`src/rtl/vdp_sprite_meta_dma.sv`:
```
// Sprite metadata uploader: fetches packed (x, y, g) words from source RAM
// and replays them into the sprite core's metadata write port.
module vdp_sprite_meta_dma (
    input  logic        clk,
    input  logic        reset_n,
    input  logic        start,
    input  logic        abort,
    input  logic [15:0] source_base_address,
    input  logic [7:0]  sprite_first,
    input  logic [8:0]  sprite_count,
    input  logic [2:0]  block_mask,
    input  logic        write_allowed,
    output logic        busy,
    output logic        done,
    output logic [15:0] src_read_address,
    output logic        src_read_request,
    input  logic        src_read_ready,
    input  logic [15:0] src_read_data,
    input  logic        src_read_data_valid,
    output logic [7:0]  meta_address,
    output logic [15:0] meta_write_data,
    output logic [2:0]  meta_block_select,
    output logic        meta_we
);

    typedef enum logic [2:0] {
        S_IDLE,
        S_REQ,
        S_WAIT,
        S_WRITE,
        S_DONE,
        S_DRAIN
    } state_t;

    state_t      state_q, state_d;
    logic [15:0] sprite_addr_q, sprite_addr_d;
    logic [1:0]  slot_q, slot_d;
    logic [8:0]  idx_q, idx_d;
    logic [8:0]  count_q, count_d;
    logic [7:0]  first_q, first_d;
    logic [2:0]  mask_q, mask_d;
    logic [15:0] hold_q, hold_d;
    logic [2:0]  start_slot, restart_slot, next_slot_in_sprite;
    logic        in_write;

    // {found, slot}: lowest set mask bit, optionally only above 'after'
    function automatic logic [2:0] pick_slot(input logic [2:0] mask,
                                             input logic [1:0] after,
                                             input logic       any);
        logic [2:0] r;
        r = 3'b000;
        for (int k = 2; k >= 0; k--) begin
            if (mask[k] && (any || k[1:0] > after)) r = {1'b1, k[1:0]};
        end
        return r;
    endfunction

    assign start_slot          = pick_slot(block_mask, 2'd0, 1'b1);
    assign restart_slot        = pick_slot(mask_q, 2'd0, 1'b1);
    assign next_slot_in_sprite = pick_slot(mask_q, slot_q, 1'b0);

    always_comb begin
        state_d       = state_q;
        sprite_addr_d = sprite_addr_q;
        slot_d        = slot_q;
        idx_d         = idx_q;
        count_d       = count_q;
        first_d       = first_q;
        mask_d        = mask_q;
        hold_d        = hold_q;
        unique case (state_q)
            S_IDLE: begin
                if (start && !abort) begin
                    sprite_addr_d = source_base_address;
                    first_d       = sprite_first;
                    count_d       = sprite_count;
                    mask_d        = block_mask;
                    idx_d         = 9'd0;
                    slot_d        = start_slot[1:0];
                    if (sprite_count == 9'd0 || !start_slot[2]) state_d = S_DONE;
                    else state_d = S_REQ;
                end
            end
            S_REQ: begin
                if (abort) state_d = S_IDLE;
                else if (src_read_ready) state_d = S_WAIT;
            end
            S_WAIT: begin
                if (src_read_data_valid) hold_d = src_read_data;
                // A word landing with the abort has nothing left to drain
                if (abort) state_d = src_read_data_valid ? S_IDLE : S_DRAIN;
                else if (src_read_data_valid) state_d = S_WRITE;
            end
            S_WRITE: begin
                if (abort) begin
                    state_d = S_IDLE;
                end else if (write_allowed) begin
                    if (next_slot_in_sprite[2]) begin
                        slot_d  = next_slot_in_sprite[1:0];
                        state_d = S_REQ;
                    end else if (idx_q + 9'd1 == count_q || !restart_slot[2]) begin
                        state_d = S_DONE;
                    end else begin
                        idx_d         = idx_q + 9'd1;
                        sprite_addr_d = sprite_addr_q + 16'd3;
                        slot_d        = restart_slot[1:0];
                        state_d       = S_REQ;
                    end
                end
            end
            S_DONE: state_d = S_IDLE;
            S_DRAIN: begin
                if (src_read_data_valid) state_d = S_IDLE;
            end
            default: state_d = S_IDLE;
        endcase
    end

    always_ff @(posedge clk or negedge reset_n) begin
        if (!reset_n) begin
            state_q       <= S_IDLE;
            sprite_addr_q <= 16'd0;
            slot_q        <= 2'd0;
            idx_q         <= 9'd0;
            count_q       <= 9'd0;
            first_q       <= 8'd0;
            mask_q        <= 3'd0;
            hold_q        <= 16'd0;
        end else begin
            state_q       <= state_d;
            sprite_addr_q <= sprite_addr_d;
            slot_q        <= slot_d;
            idx_q         <= idx_d;
            count_q       <= count_d;
            first_q       <= first_d;
            mask_q        <= mask_d;
            hold_q        <= hold_d;
        end
    end

    assign in_write          = (state_q == S_WRITE);
    assign busy              = (state_q != S_IDLE);
    assign done              = (state_q == S_DONE);
    assign src_read_request  = (state_q == S_REQ);
    assign src_read_address  = sprite_addr_q + {14'd0, slot_q};
    assign meta_address      = first_q + idx_q[7:0];
    assign meta_write_data   = hold_q;
    assign meta_block_select = in_write ? (3'b001 << slot_q) : 3'b000;
    assign meta_we           = in_write && write_allowed && !abort;

endmodule

```
`config.mk`:
```
export PLATFORM = sky130hd
export DESIGN_NAME = vdp_sprite_meta_dma
export DESIGN_NICKNAME = d
export VERILOG_FILES = /design/src/rtl/vdp_sprite_meta_dma.sv
export SDC_FILE = /design/constraint.sdc
export NUM_CORES = 1
export LEC_CHECK = 0
export BUFFER_PORTS_ARGS = -buffer_cell sky130_fd_sc_hd__buf_2
export CORE_AREA = 2 2 103 105
export CTS_BUF_LIST = sky130_fd_sc_hd__clkbuf_8
export CTS_CLUSTER_SIZE = 14
export DETAILED_ROUTE_END_ITERATION = 8
export DIE_AREA = 0 0 105 107
export PLACE_DENSITY_LB_ADDON = 0.25
export SLEW_MARGIN = 20
export SYNTH_ARGS = -nofsm -noshare
export SYNTH_HDL_FRONTEND = slang
export SYNTH_SLANG_ARGS = --single-unit
```
`constraint.sdc`:
```
create_clock -name clk -period 6.3 [get_ports clk]
set_clock_uncertainty 0.2 [all_clocks]
set_input_delay 0.315 -clock clk [delete_from_list [all_inputs] [get_ports clk]]
set_output_delay 0.315 -clock clk [all_outputs]
set_load 0.02 [all_outputs]
```
-- After elaboration in Yosys (flattened, before gate mapping)
Cells that the tools add are included.
Widths: inputs -> output; s select.
- bits in registers: 66
- $add $sub $neg: 4
- order comparisons: 3
- eq/ne operators: 16
- shift operators: 1
- multiplexer cells: 41
- reduce and logical (&&, ||, !) cells: 20
- operators with widths (cell ; number):
    $mux 16 ; 5
    $mux 3 ; 22
    $mux 9 ; 5
    $pmux 16 s2 ; 1
    $pmux 9 s2 ; 1
    $add 16x2->16 ; 1
    $add 16x2->16 const B ; 1
    $pmux 3 s5 ; 1
    $ne 2x2->1 const B ; 6
    $mux 2 ; 5
    $reduce_and 5->1 ; 2
    $add 9x1->9 const B ; 1
    $eq 9x9->1 ; 1
    $logic_not 9->1 ; 1
    $ne 3x3->1 const B ; 3
    $add 8x8->8 ; 1
    $eq 3x2->1 const B ; 2
    $eq 3x3->1 const B ; 2
    $logic_and 1x1->1 ; 6
    $reduce_and 6->1 ; 1
    $gt 1x2->1 const A ; 2
    $pmux 2 s2 ; 1
    $reduce_and 2->1 ; 2
    $eq 3x1->1 const B ; 1
    8 further kinds ; 11

-- Logic depth before layout (Yosys ltp)
- depth in word-level cells: 10
- mapped depth: 10
- depth with buffers taken out: 9

-- Least setup slack after synthesis
Ideal clock, no wire load.
- path type: reg2reg
- start point: register idx_q[1]
- end point: register sprite_addr_q[5]
- library setup time: 124 ps
- data arrival time: 2443 ps
- path slack: 3533 ps
- stages on the path, launching flop included: 10
- buffers on the path: 1
- period minus slack after synthesis: 2767 ps
- cells stage by stage: dfrtp_1 > ha_1 > xor2_1 > a211oi_2 > o211ai_1 > or4_4 > nor3b_4 > buf_6 > a211oi_1 > a2bb2oi_2
- longest elaborated chain between the ends: 5
- ends and longest elaborated chain (element ; line ; source):
    from (decl) ; 38 ; logic [8:0] idx_q, idx_d;
    from (signal assigned) ; 133 ; idx_q <= idx_d;
    $add 9x1->9 ; 101 ; end else if (idx_q + 9'd1 == count_q || !restart_slot[2]) begin
    $eq 9x9->1 ; 101 ;
    $logic_or 1x1->1 ; 101 ;
    $ne 2x2->1 (no source line) ; - ;
    $reduce_and 6->1 (no source line) ; - ;
    to (signal assigned) ; 131 ; sprite_addr_q <= sprite_addr_d;
    to (decl) ; 36 ; logic [15:0] sprite_addr_q, sprite_addr_d;
No other way between the ends.
A chain may end at the register's enable or synchronous reset.

-- Worst setup path in the final report
- start point: register idx_q[0]
- end point: register sprite_addr_q[0]
The elaborated chain is that of the path after synthesis.

==> flow_metrics.env <==
export IMPL_coreArea_um2=10100
export IMPL_num_vias=3860
export IMPL_cts_htree_levels=3
export IMPL_dieHeight_um=107
export IMPL_yosys_register_bits=66
export IMPL_ys_warn_count=0
export IMPL_criticalPathCategory="register to register"
export IMPL_synthFlopType="dfrtp_1"
export IMPL_grt_pass1_vias=3803
export IMPL_stdcell_area_um2=5340
export IMPL_grt_pass1_wl_um=18200
export IMPL_die_area_um2=11200
export IMPL_r2r_end="sprite_addr_q[0]"
export IMPL_synth_top_family_by_area="compound AO/OA/AOI/OAI gates"
export IMPL_grt_overflow=0
export IMPL_cts_sinks=66
export IMPL_start_kind="register"
export IMPL_yosys_area_share_adder=0.0411
export IMPL_dpl_instance_area_um2=4890
export IMPL_cts_tree="yes"
export IMPL_crit_chain="ha_1 -> nand3_1 -> o21ai_0 -> o211ai_1 -> or4_4 -> nor3b_4 -> buf_4 -> nor2_4 -> a22o_2"
export IMPL_total_power_uw=2710
export IMPL_irDropWorstVdd_mv=0.235
export IMPL_hold_end="meta_write_data[2]"
export IMPL_utilization=0.529
export IMPL_ys_async_sr_fraction=1.00
export IMPL_wl_per_cell_um=15.6
export IMPL_cts_root_buf="clkbuf_8"
export IMPL_rrSetupSlack_ns=2.68
export IMPL_synth_distinct_cells=61
export IMPL_cpPeakStageDelay_ns=0.58
export IMPL_tns_ns=0
export IMPL_first_pass_iters=5
export IMPL_finalCriticalPeriod_ns=3.62
export IMPL_reg2regPathDepth=9
export IMPL_clockBufferDepth=2
export IMPL_pwr_share_seq=0.303
export IMPL_synthMuxAreaShare=0.105
export IMPL_crit_fanout=17
export IMPL_p_int_uw=1460
export IMPL_min_path_type="input port to register"
export IMPL_dp_hpwl_um=7810
export IMPL_fin_ws_ns=2.68
export IMPL_p_leak_uw=0.00239
export IMPL_grt_max_degree=67
export IMPL_dieWidth_um=105
export IMPL_r2r_start="idx_q[0]"
export IMPL_syn_area_per_cell_um2=9.48
export IMPL_nets=641
export IMPL_critPathArrivalTime_ns=3.66
export IMPL_drc=0
export IMPL_dp_slack_ns=2.71
export IMPL_drive_above_1_share=0.319
export IMPL_synthSimpleGateAreaFrac=0.178
export IMPL_routed_wl_um=11100
export IMPL_finalCritPeriodShare=0.574
export IMPL_synthesis_area_um2=4320
export IMPL_clkPwrFrac=0.140
export IMPL_hold_depth=2
export IMPL_synth_xor_area_frac=0.0648
export IMPL_yosysSeqAreaShare=0.382
export IMPL_cpMaxStageDelayCell="nor3b_4"
export IMPL_drtAntennaViolNets=0
export IMPL_cts_buffers=9
export IMPL_power_density_nw_per_um2=507
export IMPL_diodes=0
export IMPL_synth_edf_count=0
export IMPL_synthCells=456
export IMPL_gp_congestion=0.887
export IMPL_p_sw_frac=0.462
export IMPL_clk_pin_slew_ns=0.08
export IMPL_slew_violations=0
export IMPL_vias_per_cell=5.44
export IMPL_setup_violations_final=0
export IMPL_max_cap_violations=0
export IMPL_clk_insertion_delay_late_ns=0.35
export IMPL_rsz0062_at_grt="false"
export IMPL_initial_core_util=0.428
export IMPL_drt_iter0_drc=170
export IMPL_p_switching_uw=1250
export IMPL_finalHoldViolCount=0
export IMPL_p_comb_frac=0.557
export IMPL_crit_required_ns=6.35
export IMPL_io_buffers=105
export IMPL_worstMarginPinSlew_ns=1.03
export IMPL_postCtsSetupBuffers=0
export IMPL_hold_start="src_read_data[2]"
export IMPL_synth_fp_nets=528
export IMPL_cts_resized=0
export IMPL_synth_compound_area_frac=0.178
export IMPL_layout_area_overhead_vs_synth_pct=23.5
export IMPL_ios=106
export IMPL_antenna_found_initial=0
export IMPL_status="complete, no violations"
export IMPL_fill_cells=940
export IMPL_max_freq_mhz=277
export IMPL_end_kind="register"
export IMPL_grt_util_all_layers=0.202
export IMPL_maxSlewHeadroom=0.311
export IMPL_rows=37
==> placed cells by master, fill, tap and decap left out, types with 3 or more instances in the layout <==
| master | instances |
|---|---|
| nand3_1 | 20 |
| a2bb2oi_1 | 4 |
| dlygate4sd3_1 | 24 |
| o41ai_1 | 3 |
| buf_2 | 105 |
| ha_1 | 11 |
| nand4_1 | 5 |
| mux2i_1 | 5 |
| a21oi_1 | 15 |
| mux2_2 | 36 |
| a21o_1 | 5 |
| dfrtp_1 | 66 |
| o22ai_1 | 6 |
| o211ai_1 | 6 |
| nor3b_1 | 3 |
| a211oi_1 | 5 |
| nand2_1 | 28 |
| clkbuf_8 | 9 |
| and3_1 | 5 |
| xnor2_1 | 22 |
| or3_1 | 5 |
| inv_6 | 4 |
| xor2_1 | 10 |
| nor2_1 | 41 |
| buf_4 | 4 |
| nand2b_1 | 3 |
| nor2b_1 | 4 |
| o21ai_0 | 25 |
| inv_1 | 17 |
| o31ai_1 | 8 |
| o21a_1 | 5 |
| a2bb2oi_2 | 8 |
| nor3_1 | 18 |
==> metal layers <==
metal | part of all wire | vias to the layer above | global-route usage
met4 | 0.014 | 0 | 0.0638
li1 | - | 1868 | -
met1 | 0.43 | 1856 | 0.256
met3 | 0.065 | 13 | 0.0426
met2 | 0.49 | 123 | 0.344
met5 | 0 | - | 0
==> worst max-delay path by stage <==
stage	start	to	slack, ns	depth (start not counted)
after global placement	idx_q[0]	sprite_addr_q[0]	2.85	9
after floorplan	idx_q[1]	sprite_addr_q[5]	3.53	9
after global routing	idx_q[0]	sprite_addr_q[0]	2.46	9
final	idx_q[0]	sprite_addr_q[0]	2.68	9
after CTS	idx_q[0]	sprite_addr_q[0]	2.67	9
after detailed placement	idx_q[0]	sprite_addr_q[0]	2.71	9
==> cells in the mapped netlist (2+ instances only) <==
cell       number  share of area
o21ai_0        25          0.029
o21bai_1        2         0.0035
xor2_1         10          0.020
nor2_1         41          0.036
a21o_1          5         0.0087
and3_1          5         0.0072
a211oi_1        5         0.0087
nand2b_1        3         0.0043
mux2_2         36          0.094
buf_4           2         0.0035
o31ai_1         8          0.014
a21oi_1        15          0.017
nand3_1        20          0.023
o21a_1          5         0.0087
buf_1           3         0.0026
inv_1          17          0.015
a2bb2oi_2       8          0.028
a21oi_2         2         0.0041
o22ai_1         6         0.0087
nand3b_1        2         0.0035
nor3b_1         3         0.0052
ha_1           11          0.032
a2bb2oi_1       4         0.0081
nor4_1          2         0.0029
a31oi_1         2         0.0029
xnor2_1        22          0.045
dfrtp_1        66           0.38
clkbuf_1       21          0.018
fa_1            2         0.0093
nor2b_1         4         0.0058
nand3_2         2         0.0046
mux2i_1         5          0.012
and2_1          2         0.0029
nand2_1        28          0.024
nand4_1         5         0.0072
or3_1           5         0.0072
o211ai_1        6          0.010
o41ai_1         3         0.0061
buf_6           4          0.010
nor3_1         18          0.021
==> through the flow <==
stage / instances / hold slack, ns
finish: 710 / 0.00831
global placement: 670 / 0.287
floorplan: 456 / -0.181
CTS: 710 / 0.0000800
global route: 710 / 0.00670
detailed placement: 670 / 0.289
==> power groups by stage <==
stage               Combinational [uW]  Sequential (uW)  Clock (uW)
detailed placement                1490              828           0
global placement                  1470              819           0
finish                            1510              820         379
CTS                               1510              820         389
floorplan                         1140              794           0
global route                      1650              853         408
==> kinds of logic (layout without fill, tap and decap cells) <==
| logic type | after synthesis | after routing |
|---|---|---|
| simple gates | 150 | 150 |
| buf+inv | 48 | 166 |
| fa+ha+maj | 13 | 13 |
| xor+xnor | 32 | 32 |
| flops | 66 | 66 |
| mux | 41 | 41 |
| compound gates | 106 | 106 |
==> what timing repair did <==
action | in CTS | in global routing
endpoints found under the hold margin | 65 | 0
endpoints found under the setup margin | 0 | 0
hold buffers | 24 | 0
==> cell type report <==
type	instances	area, um^2	area share
clock buffers	9	124	0.0232
clock inverters	7	82.6	0.0155
well taps	136	170	0.0319
inverters	17	63.8	0.0119
multi-input cells	342	2450	0.459
repair buffers	133	796	0.149
flip-flops and latches	66	1650	0.309
==> registers in the layout, indices dropped and copies added (netlist names) <==
name	cells
count_q	9
first_q	8
idx_q	9
mask_q	3
meta_write_data	16
slot_q	2
sprite_addr_q	16
state_q	3
==> worst max-delay path, delay by kind of cell (launching register included) <==
family          cells  cell delay, ns
flops               1            0.55
compound gates      3            0.61
simple gates        4            1.45
buf+inv             1            0.31
fa+ha+maj           1            0.38
Power figures use the tool's default switching activity.
